`src/rtl/fmul_if.sv`:
```
// Operand/result handshake bundle for the pipelined floating-point multiplier.
// The master side issues operands and consumes results; the slave side is the multiplier.
interface fmul_if #(
  parameter int EXP_W = 8,
  parameter int MAN_W = 23
);
  localparam int W = 1 + EXP_W + MAN_W;

  logic         in_valid;
  logic         in_ready;
  logic [W-1:0] a;
  logic [W-1:0] b;
  logic         rm;
  logic         out_valid;
  logic         out_ready;
  logic [W-1:0] c;
  logic         ovf;
  logic         udf;

  modport master (
    output in_valid, a, b, rm, out_ready,
    input  in_ready, out_valid, c, ovf, udf
  );

  modport slave (
    input  in_valid, a, b, rm, out_ready,
    output in_ready, out_valid, c, ovf, udf
  );
endinterface

```
`src/rtl/fmul_pipe.sv`:
```
// Three-stage floating-point multiplier (unpack, multiply, normalise/round/pack)
// with a single global advance signal providing valid/ready back-pressure.
module fmul_pipe #(
  parameter int EXP_W = 8,
  parameter int MAN_W = 23
) (
  input  logic   clk,
  input  logic   rst_n,
  fmul_if.slave  io
);
  localparam int W    = 1 + EXP_W + MAN_W;
  localparam int EW2  = EXP_W + 2;
  localparam int PW   = 2 * MAN_W + 2;
  localparam int MW1  = MAN_W + 1;
  localparam int BIAS = (1 << (EXP_W - 1)) - 1;
  localparam logic signed [EW2-1:0] E_MAX  = EW2'((1 << EXP_W) - 1);
  localparam logic signed [EW2-1:0] E_ZERO = '0;

  logic adv;

  // Stage 1: unpacked operands
  logic                  s1_valid_q, s1_valid_d;
  logic                  s1_sign_q,  s1_sign_d;
  logic                  s1_zero_q,  s1_zero_d;
  logic                  s1_inf_q,   s1_inf_d;
  logic signed [EW2-1:0] s1_esum_q,  s1_esum_d;
  logic [MAN_W:0]        s1_siga_q,  s1_siga_d;
  logic [MAN_W:0]        s1_sigb_q,  s1_sigb_d;
  logic                  s1_rm_q,    s1_rm_d;

  // Stage 2: raw significand product
  logic                  s2_valid_q, s2_valid_d;
  logic                  s2_sign_q,  s2_sign_d;
  logic                  s2_zero_q,  s2_zero_d;
  logic                  s2_inf_q,   s2_inf_d;
  logic signed [EW2-1:0] s2_esum_q,  s2_esum_d;
  logic [PW-1:0]         s2_prod_q,  s2_prod_d;
  logic                  s2_rm_q,    s2_rm_d;

  // Stage 3: packed result
  logic                  out_valid_q, out_valid_d;
  logic [W-1:0]          c_q,         c_d;
  logic                  ovf_q,       ovf_d;
  logic                  udf_q,       udf_d;

  logic [EXP_W-1:0]      ea, eb;
  logic                  top;
  logic [MAN_W-1:0]      man;
  logic                  guard, sticky, round_up;
  logic [MAN_W:0]        man_r;
  logic signed [EW2-1:0] e_r;

  assign adv         = io.out_ready | ~out_valid_q;
  assign io.in_ready = adv;

  always_comb begin
    ea         = io.a[W-2 -: EXP_W];
    eb         = io.b[W-2 -: EXP_W];
    s1_valid_d = io.in_valid;
    s1_sign_d  = io.a[W-1] ^ io.b[W-1];
    s1_zero_d  = (ea == '0) | (eb == '0);
    s1_inf_d   = (&ea) | (&eb);
    s1_esum_d  = {2'b00, ea} + {2'b00, eb} - EW2'(BIAS);
    s1_siga_d  = {1'b1, io.a[MAN_W-1:0]};
    s1_sigb_d  = {1'b1, io.b[MAN_W-1:0]};
    s1_rm_d    = io.rm;
  end

  always_comb begin
    s2_valid_d = s1_valid_q;
    s2_sign_d  = s1_sign_q;
    s2_zero_d  = s1_zero_q;
    s2_inf_d   = s1_inf_q;
    s2_esum_d  = s1_esum_q;
    s2_prod_d  = PW'(s1_siga_q) * PW'(s1_sigb_q);
    s2_rm_d    = s1_rm_q;
  end

  // Product lies in [1,4); a set top bit means one extra exponent step.
  always_comb begin
    top      = s2_prod_q[PW-1];
    man      = top ? s2_prod_q[2*MAN_W:MAN_W+1] : s2_prod_q[2*MAN_W-1:MAN_W];
    guard    = top ? s2_prod_q[MAN_W]           : s2_prod_q[MAN_W-1];
    sticky   = top ? |s2_prod_q[MAN_W-1:0]      : |s2_prod_q[MAN_W-2:0];
    round_up = s2_rm_q & guard & (sticky | man[0]);
    man_r    = {1'b0, man} + MW1'(round_up);
    e_r      = s2_esum_q + EW2'(top) + EW2'(man_r[MAN_W]);

    out_valid_d = s2_valid_q;
    ovf_d       = 1'b0;
    udf_d       = 1'b0;
    c_d         = {s2_sign_q, e_r[EXP_W-1:0], man_r[MAN_W-1:0]};

    if (s2_zero_q) begin
      c_d = {s2_sign_q, {(W-1){1'b0}}};
    end else if (s2_inf_q) begin
      c_d = {s2_sign_q, {EXP_W{1'b1}}, {MAN_W{1'b0}}};
    end else if (e_r >= E_MAX) begin
      c_d   = {s2_sign_q, {EXP_W{1'b1}}, {MAN_W{1'b0}}};
      ovf_d = 1'b1;
    end else if (e_r <= E_ZERO) begin
      c_d   = {s2_sign_q, {(W-1){1'b0}}};
      udf_d = 1'b1;
    end
  end

  always_ff @(posedge clk or negedge rst_n) begin
    if (!rst_n) begin
      s1_valid_q  <= 1'b0;
      s1_sign_q   <= 1'b0;
      s1_zero_q   <= 1'b0;
      s1_inf_q    <= 1'b0;
      s1_esum_q   <= '0;
      s1_siga_q   <= '0;
      s1_sigb_q   <= '0;
      s1_rm_q     <= 1'b0;
      s2_valid_q  <= 1'b0;
      s2_sign_q   <= 1'b0;
      s2_zero_q   <= 1'b0;
      s2_inf_q    <= 1'b0;
      s2_esum_q   <= '0;
      s2_prod_q   <= '0;
      s2_rm_q     <= 1'b0;
      out_valid_q <= 1'b0;
      c_q         <= '0;
      ovf_q       <= 1'b0;
      udf_q       <= 1'b0;
    end else if (adv) begin
      s1_valid_q  <= s1_valid_d;
      s1_sign_q   <= s1_sign_d;
      s1_zero_q   <= s1_zero_d;
      s1_inf_q    <= s1_inf_d;
      s1_esum_q   <= s1_esum_d;
      s1_siga_q   <= s1_siga_d;
      s1_sigb_q   <= s1_sigb_d;
      s1_rm_q     <= s1_rm_d;
      s2_valid_q  <= s2_valid_d;
      s2_sign_q   <= s2_sign_d;
      s2_zero_q   <= s2_zero_d;
      s2_inf_q    <= s2_inf_d;
      s2_esum_q   <= s2_esum_d;
      s2_prod_q   <= s2_prod_d;
      s2_rm_q     <= s2_rm_d;
      out_valid_q <= out_valid_d;
      c_q         <= c_d;
      ovf_q       <= ovf_d;
      udf_q       <= udf_d;
    end
  end

  assign io.out_valid = out_valid_q;
  assign io.c         = c_q;
  assign io.ovf       = ovf_q;
  assign io.udf       = udf_q;
endmodule

```
`src/flat_wrapper.sv`:
```
// flat-port wrapper written by rule: the top's interface ports become plain ports
module fmul_pipe_flat 
#(
  parameter int EXP_W = 8,
  parameter int MAN_W = 23
)
  (clk, rst_n, io_in_valid, io_a, io_b, io_rm, io_out_ready, io_in_ready, io_out_valid, io_c, io_ovf, io_udf);
  fmul_if #(.EXP_W(EXP_W), .MAN_W(MAN_W)) io_i ();
  input  logic clk;
  input  logic rst_n;
  input wire logic [$bits(io_i.in_valid)-1:0] io_in_valid;
  input wire logic [$bits(io_i.a)-1:0] io_a;
  input wire logic [$bits(io_i.b)-1:0] io_b;
  input wire logic [$bits(io_i.rm)-1:0] io_rm;
  input wire logic [$bits(io_i.out_ready)-1:0] io_out_ready;
  output wire logic [$bits(io_i.in_ready)-1:0] io_in_ready;
  output wire logic [$bits(io_i.out_valid)-1:0] io_out_valid;
  output wire logic [$bits(io_i.c)-1:0] io_c;
  output wire logic [$bits(io_i.ovf)-1:0] io_ovf;
  output wire logic [$bits(io_i.udf)-1:0] io_udf;
  assign io_i.in_valid = io_in_valid;
  assign io_i.a = io_a;
  assign io_i.b = io_b;
  assign io_i.rm = io_rm;
  assign io_i.out_ready = io_out_ready;
  assign io_in_ready = io_i.in_ready;
  assign io_out_valid = io_i.out_valid;
  assign io_c = io_i.c;
  assign io_ovf = io_i.ovf;
  assign io_udf = io_i.udf;
  fmul_pipe #(.EXP_W(EXP_W), .MAN_W(MAN_W)) u_core (.clk(clk), .rst_n(rst_n), .io(io_i));
endmodule
```
`config.mk`:
```
export PLATFORM = sky130hd
export DESIGN_NAME = fmul_pipe_flat
export DESIGN_NICKNAME = d
export VERILOG_FILES = /design/src/rtl/fmul_if.sv /design/src/rtl/fmul_pipe.sv /design/src/flat_wrapper.sv
export SDC_FILE = /design/constraint.sdc
export NUM_CORES = 2
export LEC_CHECK = 0
export ABC_AREA = 1
export BUFFER_PORTS_ARGS = -buffer_cell sky130_fd_sc_hd__buf_4
export CORE_ASPECT_RATIO = 2
export CORE_MARGIN = 2
export CORE_UTILIZATION = 55
export CTS_CLUSTER_SIZE = 28
export DETAILED_ROUTE_END_ITERATION = 8
export GPL_ROUTABILITY_DRIVEN = 0
export HOLD_SLACK_MARGIN = 0.12
export PLACE_DENSITY = 0.74
export SLEW_MARGIN = 15
export SYNTH_ARGS = -nofsm -noshare
export SYNTH_HDL_FRONTEND = slang
export SYNTH_SLANG_ARGS = --single-unit
export TNS_END_PERCENT = 30
```
`constraint.sdc`:
```
create_clock -name clk -period 6.3 [get_ports clk]
set_input_delay 0 -clock clk [delete_from_list [all_inputs] [get_ports clk]]
set_output_delay 0 -clock clk [all_outputs]
set_load 0.005 [all_outputs]
```
## Yosys cells after proc, flatten, opt, wreduce, memory -nomap -nowiden

Cells that the tools add are included.

| operators by class | value |
|---|---|
| bitwise gates (word level) | 8 |
| muxes and demuxes | 14 |
| add/subtract/negate cells | 5 |
| $lt $le $gt $ge | 2 |
| reductions and logical operators | 6 |
| multiply operators | 1 |

Operators with widths:

| operator | count |
|---|---|
| $mux 31 | 4 |
| $mul 24x24->48 | 1 |
| $add 23x1->24 | 1 |
| $mux 23 | 1 |
| $reduce_or 23->1 | 1 |
| $reduce_or 22->1 | 1 |
| $add 10x1->10 | 2 |
| $logic_not 8->1 | 2 |
| $reduce_and 8->1 | 2 |
| $ge 10x9->1 const B | 1 |
| $le 10x1->1 const B | 1 |
| $sub 10x7->10 const B | 1 |
| $add 8x8->9 | 1 |
| $mux 1 | 9 |
| $or 1x1->1 | 4 |
| $and 1x1->1 | 2 |
| $not 1->1 | 1 |
| $xor 1x1->1 | 1 |

| storage, ports and cells | value |
|---|---|
| output and inout port bits | 36 |
| word-level logic and storage cells | 55 |
| input bits | 69 |
| flip-flop bits (word level) | 161 |

## Longest topological paths before layout

| logic depth | value |
|---|---|
| depth in word-level cells | 11 |
| mapped depth | 31 |
| depth with buffers taken out | 29 |

## Worst setup path before layout

No wires, ideal clock.

| timing path | value |
|---|---|
| kind | reg-to-reg |
| from | register u_core.s1_sigb_q[3] |
| to | register u_core.s2_prod_q[47] |
| arrival | 5.982 ns |
| buffers on the path | 2 |
| library setup time | 0.118 ns |
| period minus slack after synthesis | 6.099 ns |
| stages on the path, launching flop included | 30 |
| slack | 0.201 ns |
| required time | 6.182 ns |
| path through | dfrtp_1 > clkbuf_1 > clkbuf_1 > nand2_1 > fa_1 > inv_1 > fa_1 > inv_1 > fa_1 > inv_1 > fa_1 > inv_1 > fa_1 > inv_1 > fa_1 > inv_1 > fa_1 > inv_1 > ha_1 > nand2_1 > nor2_1 > inv_1 > nor2_1 > inv_1 > nor3_1 > nand2_1 > nand3_1 > nand2_1 > nand3_1 > nand2_1 |

| on the way | value |
|---|---|
| cells in the longest elaborated chain, start to end | 1 |

Ends and longest elaborated chain:

| what | line | RTL |
|---|---|---|
| start, declared | fmul_pipe.sv:28 | `logic [MAN_W:0] s1_sigb_q, s1_sigb_d;` |
| start signal, assigned | fmul_pipe.sv:135 | `s1_sigb_q <= s1_sigb_d;` |
| $mul 24x24->48 | fmul_pipe.sv:75 | `s2_prod_d = PW'(s1_siga_q) * PW'(s1_sigb_q);` |
| end signal, assigned | fmul_pipe.sv:142 | `s2_prod_q <= s2_prod_d;` |
| end, declared | fmul_pipe.sv:37 | `logic [PW-1:0] s2_prod_q, s2_prod_d;` |

No other way between the ends.
A chain may end at the register's enable or synchronous reset.

## Worst setup path in the final report

| timing path | value |
|---|---|
| from | register u_core.s1_siga_q[13] |
| to | register u_core.s2_prod_q[25] |

| on the way | value |
|---|---|
| cells in the longest elaborated chain, start to end | 1 |

Ends and longest elaborated chain:

| what | line | RTL |
|---|---|---|
| start, declared | fmul_pipe.sv:27 | `logic [MAN_W:0] s1_siga_q, s1_siga_d;` |
| start signal, assigned | fmul_pipe.sv:134 | `s1_siga_q <= s1_siga_d;` |
| $mul 24x24->48 | fmul_pipe.sv:75 |  |

No other way between the ends.

==> impl_metrics.env <==
export IMPL_regArea_um2=4040
export IMPL_syn_avg_cell_area_um2=7.41
export IMPL_clkSlewWorstSetupHoldPaths_ns=0.08
export IMPL_min_path_type="in -> reg"
export IMPL_synth_most_common_cell="nand2_1"
export IMPL_synth_area_um2=28200
export IMPL_r2r_start="u_core.s1_siga_q[13]"
export IMPL_utilization_pct=65.4
export IMPL_cp_end_kind="flop"
export IMPL_yosysTopAreaCell="fa_1"
export IMPL_timing_slew_headroom_pct=32.0
export IMPL_synthTopCellsByCount="1230 x nand2_1, 997 x inv_1, 484 x fa_1"
export IMPL_tritoncts="built"
export IMPL_rows=117
export IMPL_fin_hold_ws_ns=0.145
export IMPL_vias=24800
export IMPL_max_clock_freq_mhz=161
export IMPL_worstSetupPathType="reg -> reg"
export IMPL_cts_buffers=17
export IMPL_post_drt_wl_per_cell_um=17.3
export IMPL_synth_edf_count=0
export IMPL_cts_root_buf="clkbuf_16"
export IMPL_crit_arrival_ns=6.53
export IMPL_synth_flop_cell="dfrtp_1"
export IMPL_clock_skew_final_ns=0.0148
export IMPL_worst_path_most_repeated_cell="fa_1"
export IMPL_cts_htree_levels=4
export IMPL_firstDrtPassIters=6
export IMPL_worstMarginPinSlew_ns=1.02
export IMPL_die_h_um=324
export IMPL_tns_ns=0
export IMPL_fp_dieArea_um2=53200
export IMPL_min_path_cells=5
export IMPL_cpMaxStageDelayCell="fa_1"
export IMPL_syn_inst=3808
export IMPL_antenna_left=0
export IMPL_pre_cts_slack_ns=-0.0811
export IMPL_crit_family="adder cells"
export IMPL_ys_types=45
export IMPL_drive_gt1_share_pct=13.9
export IMPL_setup_violations=0
export IMPL_multi_input_area_um2=20300
export IMPL_routed_via_density=5.28
export IMPL_core_area_um2=50800
export IMPL_status="finished, final reports clean"
export IMPL_yosysWarnings=0
export IMPL_critPathMaxFanout=6
export IMPL_cpPeakStageDelay_ns=0.56
export IMPL_ios=105
export IMPL_maxCapViolations=0
export IMPL_cp_start_kind="flop"
export IMPL_crit_buf_inv=9
export IMPL_drc=0
export IMPL_hold_start="io_a[24]"
export IMPL_die_x_um=164
export IMPL_whs_endpoint="u_core.s1_esum_q[1]"
export IMPL_r2r_setup_slack_ns=0.07
export IMPL_synth_seq_area_share_pct=14.2
export IMPL_finalCritPeriodShare_pct=98.9
export IMPL_cp_required_ns=6.60
export IMPL_hpwlAfterDp_um=64900
export IMPL_grt_max_degree=93
export IMPL_hold_viol=0
export IMPL_start_util_pct=55.6
export IMPL_reg2reg_depth=26
export IMPL_grt_ovfl_total=0
export IMPL_drt_iter0_markers=1617
export IMPL_grt_pass1_wl_um=130000
export IMPL_synth_seq_cells=160
export IMPL_clockBufferDepth=2
export IMPL_grt_pass1_vias=26445
export IMPL_rsz0062_at_grt="true"
export IMPL_antenna_cells=0
export IMPL_layout_setup_ws_ns=0.0695
export IMPL_async_flop_share_pct=100
export IMPL_final_nets=4770
export IMPL_slew_viol_final=0
export IMPL_clock_sinks=160
export IMPL_numPortBuffers=104
export IMPL_yosys_area_top_type_share_pct=34.3
export IMPL_r2r_end="u_core.s2_prod_q[25]"
export IMPL_clk_latency_ns=0.47
export IMPL_period_minus_slack_ns=6.23
export IMPL_wirelength_um=81200
export IMPL_antenna_found_initial=0
export IMPL_syn_num_nets=4546
export IMPL_num_fill_cells=4156
export IMPL_area_growth_pct=17.7
export IMPL_grt_usage_pct=31.4
export IMPL_synth_area_top_cells="fa_1 34%, nand2_1 16%, dfrtp_1 14%"
==> layout by cell type, fill, tap and decap left out, types with 44 or more instances in the layout <==
| cell type | n |
|---|---|
| ha_1 | 163 |
| nor2_1 | 105 |
| dlygate4sd3_1 | 64 |
| nand2_1 | 1205 |
| buf_4 | 267 |
| dfrtp_1 | 132 |
| nand3_1 | 106 |
| o21ai_0 | 80 |
| a21oi_1 | 44 |
| inv_1 | 986 |
| fa_1 | 472 |
==> worst max-delay path by stage <==
stage                               startpoint                    to  slack, ns  cells past startpoint
after floorplan            u_core.s1_sigb_q[3]  u_core.s2_prod_q[47]       0.20                     29
after global placement    u_core.s1_siga_q[10]  u_core.s2_prod_q[25]      0.002                     26
after detailed placement   u_core.s1_siga_q[7]  u_core.s2_prod_q[29]      -0.08                     27
after CTS                  u_core.s1_siga_q[7]  u_core.s2_prod_q[29]      -0.02                     29
after global routing       u_core.s1_siga_q[7]  u_core.s2_prod_q[45]      -0.09                     29
final                     u_core.s1_siga_q[13]  u_core.s2_prod_q[25]       0.07                     26
==> per-stage QoR <==
| step | area [um2] | instances |
|---|---|---|
| floorplan | 28200 | 3808 |
| global placement | 30900 | 4574 |
| detailed placement | 30900 | 4574 |
| CTS | 32200 | 4671 |
| global route | 33200 | 4699 |
| finish | 33200 | 4699 |
==> registers in the layout (all words and copies together), names as in the netlist <==
signal,cells
u_core.io.c,32
u_core.io.out_valid,1
u_core.io.ovf,1
u_core.io.udf,1
u_core.out_valid_d,1
u_core.s1_esum_q,10
u_core.s1_inf_q,1
u_core.s1_rm_q,1
u_core.s1_siga_q,23
u_core.s1_sigb_q,24
u_core.s1_sign_q,1
u_core.s1_valid_q,1
u_core.s1_zero_q,1
u_core.s2_esum_q,10
u_core.s2_inf_q,1
u_core.s2_prod_q,48
u_core.s2_rm_q,1
u_core.s2_sign_q,1
u_core.s2_zero_q,1
==> layer usage <==
| layer | GRT usage [%] | up-vias | part of all wire [%] |
|---|---|---|---|
| li1 | - | 11362 | - |
| met1 | 32.5 | 12104 | 32 |
| met2 | 58.0 | 964 | 55 |
| met3 | 3.96 | 370 | 5.3 |
| met4 | 20.8 | 0 | 7.9 |
| met5 | 0 | - | 0 |
==> worst min-delay path, stage by stage <==
cell,delay [ns]
buf_4,0.11
fa_1,0.18
ha_1,0.16
nand2_1,0.06
o21ai_0,0.06
==> timing repair <==
| action | 4_1_cts | 5_1_grt |
|---|---|---|
| resized for setup | 9 | 195 |
| gates cloned | 0 | 2 |
| hold endpoints to repair | 118 | 0 |
| pin swaps | 1 | 46 |
| endpoints found under the setup margin | 11 | 34 |
| hold buffers | 65 | 0 |
| buffers inserted | 0 | 26 |
==> cell families after synthesis <==
family / after synthesis / synth area share (%)
and+or+nand+nor: 1558 / 22.3
xor gates and xnor gates: 30 / 0.998
buffers and inverters: 1185 / 16.0
adders and majority gates: 669 / 42.5
AOI/OAI and AO/OA: 206 / 3.99
DFF: 160 / 14.2
==> layout make-up <==
| cell class | instances | share of cell area [%] |
|---|---|---|
| clock inverter | 15 | 0.516 |
| inverter | 1005 | 11.4 |
| multi-input combinational | 2463 | 61.3 |
| clock buffer | 17 | 1.28 |
| sequential | 160 | 12.2 |
| tap | 654 | 2.46 |
| timing repair buffer | 385 | 11.0 |
Power is not shown: default switching activity piles up to over one toggle a cycle in this logic, so the estimate is an artifact.
